$ cat src/rtl/xor_shift_pkg.sv
// Shared types, S-box table and rotate helper for the xor-shift engine.
// Used by xor_shift_engine and xor_shift_nibble.
package xor_shift_pkg;

    typedef enum logic [1:0] {
        IDLE = 2'd0,
        RUN  = 2'd1,
        DONE = 2'd2
    } xs_state_t;

    localparam logic [3:0] SBOX [16] = '{
        4'hC, 4'h5, 4'h6, 4'hB, 4'h9, 4'h0, 4'hA, 4'hD,
        4'h3, 4'hE, 4'hF, 4'h8, 4'h4, 4'h7, 4'h1, 4'h2
    };

    localparam int ROT_MAX = 32;

    // Rotate the low 'width' bits of value left by 'amount' (modulo width).
    function automatic logic [ROT_MAX-1:0] rotl(input logic [ROT_MAX-1:0] value,
                                                input int unsigned width,
                                                input int unsigned amount);
        logic [ROT_MAX-1:0] mask;
        logic [ROT_MAX-1:0] v;
        int unsigned a;
        mask = (ROT_MAX'(1) << width) - ROT_MAX'(1);
        v    = value & mask;
        a    = amount % width;
        if (a == 0) begin
            rotl = v;
        end else begin
            rotl = ((v << a) | (v >> (width - a))) & mask;
        end
    endfunction

endpackage

$ cat src/rtl/xor_shift_nibble.sv
// Combinational single-nibble step: result = rotl(operand ^ s, amt) within NIB_W bits.
module xor_shift_nibble
    import xor_shift_pkg::*;
#(
    parameter int NIB_W = 4,
    parameter int AMT_W = (NIB_W > 1) ? $clog2(NIB_W) : 1
) (
    input  logic [NIB_W-1:0] operand,
    input  logic [NIB_W-1:0] s,
    input  logic [AMT_W-1:0] amt,
    output logic [NIB_W-1:0] result
);

    logic [ROT_MAX-1:0] rotated;

    assign rotated = rotl(ROT_MAX'(operand ^ s), NIB_W, 32'(amt));
    assign result  = rotated[NIB_W-1:0];

endmodule

$ cat src/rtl/xor_shift_engine.sv
// In-place sequential xor-shift over a hash state word, one nibble per cycle.
// Optional macro XOR_SHIFT_SBOX_EN passes in_s through the 4-bit S-box before latching.
module xor_shift_engine
    import xor_shift_pkg::*;
#(
    parameter int NIB_W   = 4,
    parameter int NUM_NIB = 8,
    parameter int ROUNDS  = 1
) (
    input  logic                     clk,
    input  logic                     rst,
    input  logic                     in_valid,
    output logic                     in_ready,
    input  logic [NUM_NIB*NIB_W-1:0] in_h,
    input  logic [NIB_W-1:0]         in_s,
    output logic                     out_valid,
    input  logic                     out_ready,
    output logic [NUM_NIB*NIB_W-1:0] out_h,
    output logic                     busy
);

    localparam int HW    = NUM_NIB * NIB_W;
    localparam int IDX_W = $clog2(NUM_NIB);
    localparam int RND_W = $clog2(ROUNDS + 1);
    localparam int AMT_W = (NIB_W > 1) ? $clog2(NIB_W) : 1;
    localparam logic [IDX_W-1:0] IDX_LAST = IDX_W'(NUM_NIB - 1);
    localparam logic [RND_W-1:0] RND_LAST = RND_W'(ROUNDS - 1);

    xs_state_t          state_reg, state_next;
    logic [HW-1:0]      h_reg, h_next;
    logic [NIB_W-1:0]   s_reg, s_next;
    logic [IDX_W-1:0]   idx_reg, idx_succ;
    logic [RND_W-1:0]   rnd_reg;
    logic [NIB_W-1:0]   nib [NUM_NIB];
    logic [NIB_W-1:0]   operand, result;
    logic [AMT_W-1:0]   amt;
    logic               accept, last_step;

    assign accept    = (state_reg == IDLE) && in_valid;
    assign last_step = (state_reg == RUN) && (idx_reg == IDX_LAST) && (rnd_reg == RND_LAST);
    assign idx_succ  = (idx_reg == IDX_LAST) ? '0 : idx_reg + 1'b1;
    // At the last index the operand is nibble 0, already rewritten earlier this round.
    assign operand   = nib[idx_succ];
    assign amt       = AMT_W'((32'(idx_reg) >> 1) % 32'(NIB_W));

`ifdef XOR_SHIFT_SBOX_EN
    if (NIB_W != 4) begin : g_sbox_width_check
        $error("XOR_SHIFT_SBOX_EN requires NIB_W == 4");
    end
    assign s_next = NIB_W'(SBOX[in_s]);
`else
    assign s_next = in_s;
`endif

    xor_shift_nibble #(
        .NIB_W (NIB_W),
        .AMT_W (AMT_W)
    ) u_nibble (
        .operand (operand),
        .s       (s_reg),
        .amt     (amt),
        .result  (result)
    );

    for (genvar gi = 0; gi < NUM_NIB; gi++) begin : g_nib
        assign nib[gi] = h_reg[gi*NIB_W +: NIB_W];
        assign h_next[gi*NIB_W +: NIB_W] = (idx_reg == IDX_W'(gi)) ? result : nib[gi];
    end

    always_ff @(posedge clk or posedge rst) begin
        if (rst) begin
            state_reg <= IDLE;
        end else begin
            state_reg <= state_next;
        end
    end

    always_comb begin
        state_next = state_reg;
        case (state_reg)
            IDLE:    if (in_valid)  state_next = RUN;
            RUN:     if (last_step) state_next = DONE;
            DONE:    if (out_ready) state_next = IDLE;
            default: state_next = IDLE;
        endcase
    end

    always_ff @(posedge clk or posedge rst) begin
        if (rst) begin
            h_reg   <= '0;
            s_reg   <= '0;
            idx_reg <= '0;
            rnd_reg <= '0;
        end else if (accept) begin
            h_reg   <= in_h;
            s_reg   <= s_next;
            idx_reg <= '0;
            rnd_reg <= '0;
        end else if (state_reg == RUN) begin
            h_reg   <= h_next;
            idx_reg <= idx_succ;
            if (idx_reg == IDX_LAST) begin
                rnd_reg <= rnd_reg + 1'b1;
            end
        end
    end

    assign out_h     = h_reg;
    assign in_ready  = (state_reg == IDLE);
    assign out_valid = (state_reg == DONE);
    assign busy      = (state_reg == RUN);

endmodule

$ cat config.mk
export PLATFORM = sky130hd
export DESIGN_NAME = xor_shift_engine
export DESIGN_NICKNAME = d
export VERILOG_FILES = /design/src/rtl/xor_shift_pkg.sv /design/src/rtl/xor_shift_nibble.sv /design/src/rtl/xor_shift_engine.sv
export SDC_FILE = /design/constraint.sdc
export NUM_CORES = 1
export LEC_CHECK = 0
export ABC_CLOCK_PERIOD_IN_PS = 5400
export CORE_ASPECT_RATIO = 0.9
export CORE_MARGIN = 4
export CORE_UTILIZATION = 51
export DETAILED_ROUTE_END_ITERATION = 10
export PLACE_DENSITY = 0.85
export SLEW_MARGIN = 20
export SYNTH_ARGS = -nofsm -noshare
export SYNTH_HDL_FRONTEND = slang
export SYNTH_SLANG_ARGS = --single-unit
$ cat constraint.sdc
create_clock -name clk -period 5.4 [get_ports clk]
set_clock_uncertainty 0.05 [all_clocks]
set_input_delay 1.08 -clock clk [delete_from_list [all_inputs] [get_ports clk]]
set_output_delay 1.08 -clock clk [all_outputs]
set_load 0.01 [all_outputs]
==> flow_metrics.env, run 1 <==
export IMPL_ys_ff_latch=42
export IMPL_ir_drop_mv=0.398
export IMPL_path_class="register to register"
export IMPL_synth_edf_count=0
export IMPL_ctsResizeCount=0
export IMPL_syn_num_nets=311
export IMPL_crit_path_start="idx_reg[1]"
export IMPL_drc=0
export IMPL_crit_path_frequent_cell="ha_1"
export IMPL_cts_setup_buffers=0
export IMPL_crit_chain="ha_1 > ha_1 > inv_1 > mux4_2 > mux2i_1 > nor3_1 > o32ai_1 > nor3_2 > o21ai_0"
export IMPL_largest_reg_flops=32
export IMPL_place_congestion=0.997
export IMPL_syn2layout_area_growth_pct=33.3
export IMPL_power_switching_mw=1.39
export IMPL_hold_viol_final=0
export IMPL_cts_clk_slew_worst_paths_ns=0.09
export IMPL_vias_per_cell=6.43
export IMPL_coreArea_um2=4830
export IMPL_die_area_um2=6190
export IMPL_whs_path_depth=1
export IMPL_synthTopCellsByArea="dfrtp_1 41%, a22oi_1 9.1%, o21ai_0 4.1%"
export IMPL_synthArstFlopShare_pct=100
export IMPL_root_buffer="clkbuf_8"
export IMPL_cts_hold_buf=0
export IMPL_grt_pass1_vias=2448
export IMPL_insertion_delay_ns=0.30
export IMPL_synth_cells=264
export IMPL_p_per_area_nw_per_um2=807
export IMPL_setup_viol=0
export IMPL_cp_start_kind="register"
export IMPL_cts_made_buffers=5
export IMPL_period_minus_slack_ns=3.87
export IMPL_crit_arrival_ns=3.97
export IMPL_worstHoldStart="rnd_reg"
export IMPL_grt_usage_pct=26.5
export IMPL_worst_slew_pin_slew_ns=0.940
export IMPL_critPathTopFamily="simple AND/OR/NAND/NOR gates"
export IMPL_worst_slack_ns=1.53
export IMPL_routed_wl_um=7960
export IMPL_drt_met1_wl_um=3380
export IMPL_timing_rr_end="out_h[13]"
export IMPL_slowest_stage="dfrtp_1"
export IMPL_grt_max_degree=53
export IMPL_hpwl_um=5910
export IMPL_routedWlPerCell_um=20.0
export IMPL_rows=24
export IMPL_leakage_nw=1.39
export IMPL_r2r_start="idx_reg[1]"
export IMPL_fp_dieH_um=75.1
export IMPL_final_nets=379
export IMPL_path_max_fanout=14
export IMPL_place_area_um2=3310
export IMPL_reg2reg_depth=9
export IMPL_critPathBufInv=1
export IMPL_final_antenna_net_count=0
export IMPL_synth_top_area_share_pct=41.3
export IMPL_maxUsedRoutingLayer="met4"
export IMPL_synth_flop_cell="dfrtp_1"
export IMPL_start_util_pct=52.7
export IMPL_drtIter0Drc=258
export IMPL_syn_area_per_cell_um2=9.65
export IMPL_overflow=0
export IMPL_synth_distinct_cells=49
export IMPL_finalInstanceArea_um2=3400
export IMPL_wl_met3_um=773
export IMPL_yosysWarnings=0
export IMPL_vias=2559
export IMPL_h_tree_depth=2
export IMPL_p_sw_share_pct=50.7
export IMPL_fin_tns_setup_ns=0
export IMPL_slew_headroom_pct=37.3
export IMPL_portBuffers=74
export IMPL_cp_data_required_time_ns=5.50
export IMPL_timing_fmax_ghz=0.258
export IMPL_power_mw=2.74
export IMPL_grt_pass1_wl_um=12200
export IMPL_yosysSeqAreaShare_pct=41.3
export IMPL_pwr_share_comb_pct=68.7
export IMPL_ios=75
export IMPL_end_kind="register"
export IMPL_diodes=0
export IMPL_synth_area_um2=2550
export IMPL_wl_met2_um=3550
export IMPL_slowest_delay_ns=0.67
export IMPL_p_int_mw=1.35
export IMPL_hold_class="register to register"
export IMPL_synth_most_common_cell="dfrtp_1"
export IMPL_fin_crit_sh_pct=71.7
export IMPL_grt_antenna_before_repair=0
export IMPL_drive_gt1_share_pct=7.51
export IMPL_pre_cts_ws_ns=1.68
export IMPL_slew_violations=0
export IMPL_seqPwrFrac_pct=23.8
export IMPL_outcome="completed"
export IMPL_synth_largest_area_cell="dfrtp_1"
export IMPL_firstDrtPassIters=5
export IMPL_cts_buffer_depth=2
export IMPL_holdPathEnd="state_reg[1]"
export IMPL_rrSetupSlack_ns=1.53
export IMPL_cts_num_sinks=42
export IMPL_die_w_um=82.5
export IMPL_synthTopCellsByCount="42 x dfrtp_1, 31 x a22oi_1, 23 x nand2_1, 21 x o21ai_0, 12 x nor2_1"
export IMPL_cts_tree="done"
export IMPL_max_cap_violations=0
export IMPL_rsz0062_at_grt="false"
export IMPL_clockPowerShare_pct=7.4
logic make-up (layout without fill, tap and decap cells):
kind of cell             after synthesis  in the layout  share of synthesized area [%]
flip-flops                            42             42                           41.3
adder cells (fa/ha/maj)                7              7                           3.44
AO/OA/AOI/OAI                        101            101                           28.4
XOR/XNOR                               3              3                           1.03
buffers and inverters                 25             94                           4.32
multiplexers                          12             12                           6.78
AND/OR/NAND/NOR                       74             74                           14.7
how the worst max path moves through the flow:
stage                            to  slack (ns)  cells past startpoint
final                     out_h[13]        1.53                      9
after global placement     out_h[2]        1.74                      8
after global routing       out_h[2]        1.30                      8
after detailed placement  out_h[13]        1.68                      9
after floorplan           out_h[11]        2.25                     11
after CTS                  out_h[0]        1.63                      8
layout by cell type, fill, tap and decap left out, drive strengths merged, types with 4 or more instances in the layout:
| cell | instances |
|---|---|
| nand2b | 5 |
| a21oi | 11 |
| dfrtp | 42 |
| ha | 7 |
| o21ai | 28 |
| nand2 | 23 |
| o22ai | 6 |
| nand3 | 8 |
| mux2i | 6 |
| clkbuf | 5 |
| inv | 11 |
| nor3 | 7 |
| nor2b | 8 |
| mux4 | 4 |
| a22oi | 31 |
| nor2 | 12 |
| clkdlybuf4s50 | 74 |
metrics by stage:
| stage | util (%) | instances | hold slack, ns |
|---|---|---|---|
| after floorplan | - | 264 | 0.417 |
| after global placement | 68.5 | 390 | 0.451 |
| after detailed placement | 68.5 | 390 | 0.478 |
| after CTS | 70.3 | 398 | 0.495 |
| after global routing | 70.3 | 398 | 0.522 |
| final | 70.3 | 398 | 0.486 |
layout make-up:
cell class                      instances  area [µm²]
Fill cell                             376        1440
Clock buffer                            5        68.8
Tap cell                               65        81.3
Timing Repair Buffer                   75         748
Multi-Input combinational cell        197        1390
Sequential cell                        42        1050
Inverter                               11        41.3
Clock inverter                          3        18.8
power groups by stage:
stage               Sequential [mW]  Clock, mW  Combinational (mW)
CTS                           0.647      0.205                1.84
floorplan                     0.626          0                1.21
finish                        0.654      0.204                1.88
global route                  0.667      0.221                2.04
detailed placement            0.647          0                1.83
global placement              0.648          0                1.81
per-layer routing:
layer  track usage (%)  up-vias
li1                  -     1133
met1              37.2     1231
met2              39.0      173
met3              7.30       22
met4              11.1        0
met5                 0        -
Note: power is estimated with default switching activity, not from simulation.
==> run 2, diff against run 1 <==
--- a/config.mk
+++ b/config.mk
@@ -5,12 +5,12 @@
 export SDC_FILE = /design/constraint.sdc
 export NUM_CORES = 1
 export LEC_CHECK = 0
-export ABC_CLOCK_PERIOD_IN_PS = 5400
+export ABC_CLOCK_PERIOD_IN_PS = 3200
 export CORE_ASPECT_RATIO = 0.9
 export CORE_MARGIN = 4
-export CORE_UTILIZATION = 51
+export CORE_UTILIZATION = 43
 export DETAILED_ROUTE_END_ITERATION = 10
-export PLACE_DENSITY = 0.85
+export PLACE_DENSITY = 0.77
 export SLEW_MARGIN = 20
 export SYNTH_ARGS = -nofsm -noshare
 export SYNTH_HDL_FRONTEND = slang
==> constraint.sdc (replaced) <==
create_clock -name clk -period 3.2 [get_ports clk]
set_clock_uncertainty 0.05 [all_clocks]
set_input_delay 0.64 -clock clk [delete_from_list [all_inputs] [get_ports clk]]
set_output_delay 0.64 -clock clk [all_outputs]
set_load 0.01 [all_outputs]
==> flow_metrics.env, run 2 (same netlist as run 1, synthesis figures left out) <==
export IMPL_cp_data_required_time_ns=3.35
export IMPL_fin_tns_setup_ns=0
export IMPL_drtIter0Drc=206
export IMPL_slew_headroom_pct=64.2
export IMPL_reg2reg_depth=13
export IMPL_hpwl_um=6480
export IMPL_worstHoldStart="rnd_reg"
export IMPL_fin_crit_sh_pct=96.9
export IMPL_grt_antenna_before_repair=0
export IMPL_grt_usage_pct=24.9
export IMPL_pre_cts_ws_ns=0.0351
export IMPL_whs_path_depth=1
export IMPL_largest_reg_flops=32
export IMPL_timing_rr_end="out_h[5]"
export IMPL_cts_num_sinks=42
export IMPL_slew_violations=0
export IMPL_cts_made_buffers=5
export IMPL_routedWlPerCell_um=20.0
export IMPL_vias_per_cell=6.08
export IMPL_mostFrequentLayoutCell="clkdlybuf4s50_1"
export IMPL_hold_viol_final=0
export IMPL_setup_viol=0
export IMPL_final_util_pct=65.1
export IMPL_cts_clk_slew_worst_paths_ns=0.08
export IMPL_rrSetupSlack_ns=0.1
export IMPL_final_nets=408
export IMPL_timing_fmax_ghz=0.322
export IMPL_coreArea_um2=5730
export IMPL_worst_slew_pin_slew_ns=0.535
export IMPL_overflow=0
export IMPL_rows=26
export IMPL_holdPathEnd="state_reg[1]"
export IMPL_path_class="register to register"
export IMPL_insertion_delay_ns=0.29
export IMPL_end_kind="register"
export IMPL_ios=75
export IMPL_die_area_um2=7220
export IMPL_routed_wl_um=8660
export IMPL_outcome="completed"
export IMPL_crit_arrival_ns=3.26
export IMPL_root_buffer="clkbuf_8"
export IMPL_drive_gt1_share_pct=16.9
export IMPL_cp_start_kind="register"
export IMPL_path_max_fanout=8
export IMPL_dp_cells=421
export IMPL_cts_buffer_depth=2
export IMPL_final_antenna_net_count=0
export IMPL_max_cap_violations=0
export IMPL_cts_hold_buf=0
export IMPL_grt_pass1_vias=2492
export IMPL_portBuffers=74
export IMPL_drc=0
export IMPL_period_minus_slack_ns=3.10
export IMPL_die_w_um=89.1
export IMPL_final_cell_mix="74 x clkdlybuf4s50_1, 42 x dfrtp_1, 31 x a22oi_1"
export IMPL_firstDrtPassIters=5
export IMPL_stdcell_count=432
export IMPL_place_congestion=0.976
export IMPL_cts_tree="done"
export IMPL_vias=2626
export IMPL_fp_dieH_um=81.0
export IMPL_h_tree_depth=2
export IMPL_start_util_pct=44.5
export IMPL_syn2layout_area_growth_pct=46.3
export IMPL_hold_class="register to register"
export IMPL_worst_slack_ns=0.0983
export IMPL_diodes=0
export IMPL_grt_max_degree=43
export IMPL_r2r_start="idx_reg[0]"
export IMPL_grt_pass1_wl_um=13700
## run 2: how the worst max path moves through the flow
stage / from / slack (ns) / end
after CTS: idx_reg[0] / 0.03 / out_h[30]
after global routing: idx_reg[0] / -0.06 / out_h[1]
after floorplan: idx_reg[2] / 0.05 / out_h[11]
final: idx_reg[0] / 0.1 / out_h[5]
after detailed placement: idx_reg[0] / 0.04 / out_h[30]
after global placement: idx_reg[0] / 0.14 / out_h[30]
## run 2: area by class of cell
cell class,instances,area [µm²]
multi-input combinational,197,1470
fill,479,2000
sequential,42,1050
clock inverter,2,37.5
tap,70,87.6
clock buffer,6,72.6
timing repair buffer,104,970
inverter,11,41.3
## run 2: stage by stage
stage / instance area [µm²] / hold slack [ns]
final: 3730 / 0.454
after floorplan: 2550 / 0.417
after global placement: 3510 / 0.442
after CTS: 3620 / 0.459
after global routing: 3730 / 0.484
after detailed placement: 3510 / 0.448
## run 2: routing by layer
layer / vias up / track usage [%] / wire [µm]
met5: - / 0 / 0
met4: 0 / 6.10 / 170
met3: 19 / 5.17 / 710
met2: 133 / 35.1 / 3880
met1: 1281 / 38.9 / 3900
li1: 1193 / - / -
## run 2: critical path, stage by stage, from the launching register on
cell and delay (ns):
dfrtp_1 0.39, ha_1 0.25, ha_1 0.21, or2_4 0.29
a221o_1 0.33, buf_4 0.16, a211oi_4 0.23, a2111oi_4 0.08
buf_4 0.17, buf_4 0.14, o32ai_2 0.24, nor3_2 0.08
buf_4 0.19, o21ai_0 0.19
## run 2: repair_timing
item                                   4_1_cts  5_1_grt
setup buffers                                0        3
setup endpoints to repair                    0       31
endpoints found under the hold margin        0        0
resized for setup                            0       14
Power of run 2 is left out: the tool's default activity adds up to more than one toggle a clock period on the data nets, which glitch-free logic cannot reach.
